==> src/rtl/pc_fetch_unit.sv <==
// pc_fetch_unit: single-request instruction fetch stage with a one-entry
// output buffer, redirect/squash handling and halt/resume control.
// Optional feature macro: MISALIGN_TRAP_EN. When defined, a misaligned
// redirect target traps to TRAP_PC. When undefined, the target's low bits
// are cleared and trap stays 0.
module pc_fetch_unit #(
  parameter int unsigned     PC_W     = 8,
  parameter logic [PC_W-1:0] RESET_PC = '0,
  parameter logic [PC_W-1:0] TRAP_PC  = PC_W'(8'h10)
) (
  input  logic            clk,
  input  logic            rst,
  output logic            imem_req,
  output logic [PC_W-1:0] imem_addr,
  input  logic            imem_ack,
  input  logic [31:0]     imem_rdata,
  output logic            if_valid,
  input  logic            if_ready,
  output logic [31:0]     if_inst,
  output logic [PC_W-1:0] if_pc,
  input  logic            redirect_valid,
  input  logic [PC_W-1:0] redirect_target,
  input  logic            halt_req,
  input  logic            resume,
  output logic            halted,
  output logic            trap
);

  typedef enum logic [1:0] {
    S_FETCH,
    S_HOLD,
    S_HALT
  } state_e;

  state_e          state_q;
  logic [PC_W-1:0] pc_q;
  logic [PC_W-1:0] if_pc_q;
  logic [31:0]     if_inst_q;
  logic            if_valid_q;
  logic            halted_q;
  logic            trap_q;
  logic            squash_q;

  logic [PC_W-1:0] redir_pc;
  logic            redir_trap;
  logic            ack_live;
  logic            xfer;
  logic            room;
  logic            in_flight;

`ifdef MISALIGN_TRAP_EN
  // Resolve the redirect destination: misaligned targets divert to the trap vector.
  always_comb begin
    redir_pc   = {redirect_target[PC_W-1:2], 2'b00};
    redir_trap = 1'b0;
    if (redirect_target[1:0] != 2'b00) begin
      redir_pc   = TRAP_PC;
      redir_trap = 1'b1;
    end
  end
`else
  assign redir_pc   = {redirect_target[PC_W-1:2], 2'b00};
  assign redir_trap = 1'b0;

  logic unused_cfg;
  assign unused_cfg = ^{redirect_target[1:0], TRAP_PC};
`endif

  // An ack is only usable in FETCH and when it does not belong to a squashed request.
  assign ack_live  = (state_q == S_FETCH) & imem_ack & ~squash_q;
  assign xfer      = if_valid_q & if_ready;
  assign room      = ~if_valid_q | if_ready;
  // A request is still with the memory if one was issued and its ack has not come back.
  assign in_flight = ((state_q == S_FETCH) | squash_q) & ~imem_ack;

  assign imem_req  = (state_q == S_FETCH) & ~rst;
  assign imem_addr = pc_q;
  assign if_valid  = if_valid_q;
  assign if_inst   = if_inst_q;
  assign if_pc     = if_pc_q;
  assign halted    = halted_q;
  assign trap      = trap_q;

  // Fetch FSM, PC, output buffer and squash tracking.
  always_ff @(posedge clk or posedge rst) begin
    if (rst) begin
      state_q    <= S_FETCH;
      pc_q       <= RESET_PC;
      if_pc_q    <= '0;
      if_inst_q  <= '0;
      if_valid_q <= 1'b0;
      halted_q   <= 1'b0;
      trap_q     <= 1'b0;
      squash_q   <= 1'b0;
    end else begin
      trap_q   <= 1'b0;
      squash_q <= squash_q & ~imem_ack;
      if (redirect_valid || halt_req) begin
        if_valid_q <= 1'b0;
        squash_q   <= in_flight;
        if (redirect_valid) begin
          pc_q   <= redir_pc;
          trap_q <= redir_trap;
        end
        if (halt_req || (state_q == S_HALT && !resume)) begin
          state_q  <= S_HALT;
          halted_q <= 1'b1;
        end else begin
          state_q  <= S_FETCH;
          halted_q <= 1'b0;
        end
      end else begin
        case (state_q)
          S_FETCH: begin
            if (ack_live && room) begin
              if_inst_q  <= imem_rdata;
              if_pc_q    <= pc_q;
              if_valid_q <= 1'b1;
              pc_q       <= pc_q + PC_W'(4);
              if (!if_ready) state_q <= S_HOLD;
            end else if (ack_live) begin
              // Buffer full and stalled: drop the word but leave PC on it,
              // so it is fetched again once the buffer drains.
              state_q <= S_HOLD;
            end else if (xfer) begin
              if_valid_q <= 1'b0;
            end
          end
          S_HOLD: begin
            if (xfer) begin
              if_valid_q <= 1'b0;
              state_q    <= S_FETCH;
            end
          end
          S_HALT: begin
            if (resume) begin
              state_q  <= S_FETCH;
              halted_q <= 1'b0;
            end
          end
          default: state_q <= S_FETCH;
        endcase
      end
    end
  end

endmodule

==> config.mk <==
export PLATFORM = sky130hd
export DESIGN_NAME = pc_fetch_unit
export DESIGN_NICKNAME = d
export VERILOG_FILES = /design/src/rtl/pc_fetch_unit.sv
export SDC_FILE = /design/constraint.sdc
export NUM_CORES = 1
export LEC_CHECK = 0
export BUFFER_PORTS_ARGS = -buffer_cell sky130_fd_sc_hd__buf_2
export CAP_MARGIN = 20
export CORE_MARGIN = 8
export CORE_UTILIZATION = 50
export DETAILED_ROUTE_END_ITERATION = 7
export HOLD_SLACK_MARGIN = 0.08
export PLACE_DENSITY = 0.84
export SLEW_MARGIN = 20
export SYNTH_ARGS = -nofsm -noshare
export SYNTH_HDL_FRONTEND = slang
export SYNTH_SLANG_ARGS = --single-unit
==> constraint.sdc <==
create_clock -name clk -period 4.7 [get_ports clk]
set_clock_uncertainty 0.2 [all_clocks]
set_input_delay 0.235 -clock clk [delete_from_list [all_inputs] [get_ports clk]]
set_output_delay 0.235 -clock clk [all_outputs]
set_load 0.01 [all_outputs]
---- After elaboration in Yosys (flattened, before gate mapping) ----
Index checks and enable logic that the tools add are counted.
storage, ports and cells
  register bits ........................... 53
  input port bits ......................... 47
  output and inout bits ................... 52
  logic and storage cells ................. 67
cells by class
  add/sub/neg operators ................... 1
  equality and inequality tests ........... 8
  multiplexer cells ....................... 22
  bitwise operators ....................... 13
  reductions and logical operators ........ 16
operator list
  cell                                                  count
  two-way mux 8 bit                                     4
  two-way mux 2 bit                                     7
  two-way mux 1 bit                                     9
  adder 8 x 3 -> 8 bit (second input constant)          1
  != test 4 x 2 -> 1 bit (second input constant)        2
  nonzero test 2 bit                                    4
  bitwise AND 1 bit                                     6
  != test 3 bit (second input constant)                 2
  one-hot mux 2 bit (3 select lines)                    1
  AND reduction 3 bit                                   2
  NOT 1 bit                                             5
  != test 4 bit (second input constant)                 1
  AND reduction 2 bit                                   2
  AND reduction 4 bit                                   1
  nonzero test 3 bit                                    1
  equality test 2 x 1 -> 1 bit (second input constant)  1
  equality test 2 bit (second input constant)           1
  logical AND 1 bit                                     2
  zero test 2 bit                                       1
  logical OR 1 bit                                      2
  != test 2 bit (second input constant)                 1
  OR 1 bit                                              2
  one-hot mux 1 bit (2 select lines)                    1
  zero test 1 bit                                       1

---- Longest topological paths before layout ----
  depth after elaboration ................. 7
  gate-level depth with buffers ........... 6
  gate-level depth less buffers ........... 4

---- Worst setup path after synthesis ----
No wires, ideal clock.
  path kind ............................... register to register
  start ................................... reg state_q[1]
  end ..................................... reg if_inst_q[0] (netlist: if_inst[0])
  setup time .............................. 125 ps
  arrival ................................. 2037 ps
  required time ........................... 4375 ps
  setup slack ............................. 2337 ps
  cell stages (with the launch flop) ...... 7
  buffers on the path ..................... 3
  period minus slack after synthesis ...... 2363 ps
  path through ............................ dfrtp_1 -> or4b_1 -> buf_2 -> or3_4 -> buf_6 -> buf_6 -> mux2_4
between the ends
  cells in the longest elaborated chain, start to end .. 5
ends and longest elaborated chain
  what                                      line     RTL
  start: declaration                        35       state_e state_q;
  start signal: assignment                  87       state_q <= S_FETCH;
  start signal: assignment                  106      state_q <= S_HALT;
  start signal: assignment                  109      state_q <= S_FETCH;
  zero test 2 bit (*)                       70, 113
  bitwise AND 1 bit (2 in series)           70       assign ack_live = (state_q == S_FETCH) & imem_ack & ~squash_q;
  logical AND 1 bit                         115      if (ack_live && room) begin
  AND reduction 3 bit (no source line) (*)  n/a
  end signal: assignment                    116      if_inst_q <= imem_rdata;
  end: declaration                          38       logic [31:0] if_inst_q;
Mark *: on every way between the ends. The rest lies on a longest branch, timed or not.
A chain may end at the register's enable or synchronous reset.

---- Worst setup path after layout ----
  start ................................... in imem_ack
  end ..................................... reg if_inst_q[1] (netlist: if_inst[1])
between the ends
  cells in the longest elaborated chain, start to end .. 4
ends and longest elaborated chain
  what                                  line  RTL
  start: declaration                    15    input logic imem_ack,
  bitwise AND 1 bit (2 in series)       70
  logical AND 1 bit                     115
  AND reduction 3 bit (no source line)  n/a
No other way between the ends.

==> impl_metrics.sql <==
INSERT INTO impl_metrics (metric_group, metric, value, unit) VALUES
('run_status', 'run_status', 'finished, final reports clean', ''),
('grt', 'grt_antenna_before_repair', '0', ''),
('drt', 'drc', '0', ''),
('timing', 'share_of_the_cycle_needed_by_the_critical_path_after_routing', '56.0', '%'),
('timing', 'slew_violations', '0', ''),
('drt', 'via_count', '1852', ''),
('drt', 'avgRoutedWirePerCell', '17.9', 'um'),
('run', 'drv_cap', '0', ''),
('clock_tree', 'worstSkewPairLatency', '0.30', 'ns'),
('timing', 'final-hold-violation-count', '0', ''),
('placement', 'placed_cells', '301', ''),
('timing', 'timing.final.ws_setup', '2.07', 'ns'),
('placement', 'gpl.final_weighted_congestion', '0.794', ''),
('timing', 'fin_setup_tns', '0', 'ns'),
('timing', 'layout_min_cycle_time', '2.63', 'ns'),
('logic_synthesis', 'number_of_warnings_reported_in_the_yosys_synthesis_log', '0', ''),
('drt', 'total_wire_length', '6.26', 'mm'),
('grt', 'grt_start_max_net_pins', '50', ''),
('drt', 'avgViaCountPerCell', '5.29', ''),
('logic_synthesis', 'synth-compound-area-share', '5.59', '%'),
('floorplanning', 'io_pins', '99', ''),
('finish', 'layoutNonFillerInstCount', '350', ''),
('timing', 'report.final.setup_viol', '0', ''),
('floorplanning', 'die_area', '0.00687', 'mm2'),
('power', 'power-per-cell-area', '388', 'mW/mm2'),
('grt', 'grt_pass1_vias', '1981', ''),
('finish', 'antenna_cells_inserted', '0', ''),
('grt', 'gr-total-overflow', '0', ''),
('timing', 'rsz0062_at_grt', 'no', ''),
('logic_synthesis', 'synth.yosys.seq_area_share', '54.8', '%'),
('placement', 'numPortBuffers', '91', ''),
('floorplanning', 'coreArea', '0.00432', 'mm2'),
('worst_setup_path', 'setup.worst_path.class', 'in2reg', ''),
('finish', 'areaGrowthSynthToFinish', '42.6', '%'),
('finish', 'design.final.nets', '345', ''),
('finish', 'fillers', '299', ''),
('worst_setup_path', 'worstPathArrival', '2.62', 'ns'),
('worst_hold_path', 'hold_path.class', 'in2reg', ''),
('floorplanning', 'floorplan.die.width', '82.9', 'um'),
('clock_tree', 'cts-buffers-inserted', '5', ''),
('drt', 'detail_route.iter0.violations', '53', ''),
('finish', 'layout-drive-gt1-share', '47.3', '%'),
('placement', 'dp.final_hpwl', '3.99', 'mm'),
('clock_tree', 'clkSlewWorstSetupHoldPaths', '0.09', 'ns'),
('logic_synthesis', 'syn_avg_cell_area', '13.5', 'um2'),
('worst_setup_path', 'cp-start-kind', 'input pin', ''),
('logic_synthesis', 'netlist-cell-type-count', '33', ''),
('placement', 'dpl_worst_slack', '2.15', 'ns'),
('timing', 'worst_hold_slack', '0.121', 'ns'),
('clock_tree', 'clock_sink_count', '49', ''),
('logic_synthesis', 'number_of_instances_in_the_synthesized_netlist', '166', ''),
('drt', 'final_antenna_net_count', '0', ''),
('worst_setup_path', 'peak_fanout_along_the_critical_path', '38', ''),
('power', 'post-layout-total-power', '1.24', 'mW'),
('timing', 'max_freq', '0.380', 'GHz'),
('timing', 'tightestPinTransition', '0.818', 'ns'),
('grt', 'grt_pass1_wl', '10.4', 'mm'),
('floorplanning', 'fp.dieH', '82.9', 'um'),
('floorplanning', 'floorplan.initialDensity', '51.8', '%'),
('logic_synthesis', 'synth-simple-area-share', '10.8', '%'),
('grt', 'global_route_usage_over_all_layers', '18.1', '%'),
('timing', 'max_slew_margin', '45.4', '%'),
('clock_tree', 'cts_root_buffer', 'clkbuf_8', ''),
('logic_synthesis', 'synth_top_family_by_area', 'multiplexers', ''),
('power', 'static_leakage', '1.61', 'nW'),
('logic_synthesis', 'synth.ff_latch_count', '49', ''),
('logic_synthesis', 'synthMuxAreaShare', '23.0', '%'),
('clock_tree', 'clock_tree.buffer_depth', '2', ''),
('floorplanning', 'rows', '24', ''),
('drt', 'detail_route.first_pass.iterations', '4', ''),
('worst_setup_path', 'critical_path_required', '4.68', 'ns'),
('logic_synthesis', 'synth_area', '0.00224', 'mm2'),
('power', 'ir_drop', '0.232', 'mV'),
('clock_tree', 'cts_tree', 'built', ''),
('logic_synthesis', 'post_synth_xor_area_fraction', '0', '%'),
('clock_tree', 'deepest_level_of_the_cts_h_tree', '2', ''),
('logic_synthesis', 'yosys.area_share.adder', '0.559', '%'),
('worst_setup_path', 'setup.worst_path.end_class', 'register', '');
==> layout make-up <==
| class | count | area, um2 | area share, % |
|---|---|---|---|
| Clock buffer | 6 | 82.6 | 2.59 |
| Inverter | 7 | 27.5 | 0.862 |
| Timing Repair Buffer | 132 | 866 | 27.1 |
| Multi-Input combinational cell | 102 | 912 | 28.6 |
| Clock inverter | 2 | 13.8 | 0.431 |
| Tap cell | 52 | 65.1 | 2.04 |
| Sequential cell | 49 | 1230 | 38.4 |
==> what timing repair did <==
| item | 4_1_cts | 5_1_grt |
|---|---|---|
| hold buffers | 41 | 0 |
| gates resized for setup | 0 | 0 |
| buffers inserted | 0 | 0 |
| hold endpoints to repair | 90 | 0 |
==> routing by layer <==
layer / part of all wire [%] / routed length, um / vias to the layer above / global-route usage [%]
li1: - / - / 851 / -
met1: 42 / 2610 / 907 / 21.4
met2: 50 / 3120 / 86 / 31.0
met3: 7.4 / 461 / 8 / 5.76
met4: 1.1 / 69 / 0 / 3.83
met5: 0 / 0 / - / 0
==> cells in the final DEF, fill, tap and decap left out, types with 5 or more instances in the layout <==
master and count:
buf_2 91, clkbuf_8 6, conb_1 5, dfrtp_1 49, dlygate4sd3_1 41, inv_1 6, mux2_2 19, mux2_4 20
nand4_1 6, nor2_1 6
==> cell families (layout without fill, tap and decap cells) <==
family / Yosys count / in the layout
AO/OA/AOI/OAI: 18 / 18
adder cells (fa/ha/maj): 1 / 1
buffers and inverters: 19 / 147
flip-flops: 49 / 49
multiplexers: 39 / 39
other: 1 / 5
AND/OR/NAND/NOR: 39 / 39
==> power breakdown <==
part / internal (mW) / total [mW] / switching [mW]
clock network: 0.119 / 0.254 / 0.135
registers: 0.525 / 0.590 / 0.0651
logic: 0.218 / 0.395 / 0.177
==> worst max-delay path: stages <==
cell           delay, ns
dlygate4sd3_1       0.51
buf_2               0.13
or4b_1              0.61
or3_4               0.71
mux2_4              0.39
==> synthesized netlist by cell type <==
cell type / n / share of area [%]
ha_1: 1 / 0.56
nor4bb_1: 4 / 1.8
mux2_4: 20 / 13
buf_6: 3 / 1.5
or4_1: 1 / 0.34
or3_4: 1 / 0.50
o211ai_1: 2 / 0.67
nor3_1: 2 / 0.45
nand2_1: 4 / 0.67
a21oi_1: 3 / 0.67
o31ai_1: 1 / 0.34
mux2_2: 19 / 9.6
nor3b_1: 2 / 0.67
conb_1: 1 / 0.17
nor4b_1: 1 / 0.39
o21ai_0: 3 / 0.67
a221oi_1: 1 / 0.39
or4b_1: 1 / 0.45
o311ai_0: 1 / 0.39
buf_2: 2 / 0.45
a22oi_1: 1 / 0.34
inv_1: 7 / 1.2
nand4_1: 6 / 1.7
dfrtp_1: 49 / 55
nor2_1: 6 / 1.0
nand3_1: 4 / 0.89
clkbuf_1: 2 / 0.34
o41ai_1: 4 / 1.6
nand2b_1: 2 / 0.56
or2_2: 1 / 0.28
buf_4: 5 / 1.7
nor2b_1: 4 / 1.1
a31oi_1: 2 / 0.56
==> final timing paths <==
check | from | endpoint | slack [ns] | cells after the start
hold / removal | if_ready | state_q[0]$_DFFE_PP0P_ | 0.12 | 4
setup / recovery | imem_ack | if_inst[1]$_DFFE_PP0P_ | 2.07 | 5
hold reg to reg | if_inst[26]$_DFFE_PP0P_ | if_inst[26]$_DFFE_PP0P_ | 0.30 | 1
setup reg to reg | state_q[1]$_DFFE_PP0P_ | if_inst[1]$_DFFE_PP0P_ | 2.11 | 3
max in group asynchronous | rst | if_inst[9]$_DFFE_PP0P_ | 3.39 | 3
min in group asynchronous | rst | if_inst[26]$_DFFE_PP0P_ | 0.41 | 3
==> flip-flops by register name, indices dropped and copies added, names as in the netlist <==
register,flops
state_q,2
if_pc,6
imem_addr,6
if_valid,1
squash_q,1
if_inst,32
halted,1
==> per-stage QoR <==
stage | utilization [%] | instance area [um2]
after floorplan | - | 2250
after global placement | 62.1 | 2690
after detailed placement | 62.1 | 2690
after CTS | 73.8 | 3190
after global routing | 73.8 | 3190
final | 73.8 | 3190
Note: power is estimated with default switching activity, not from simulation.
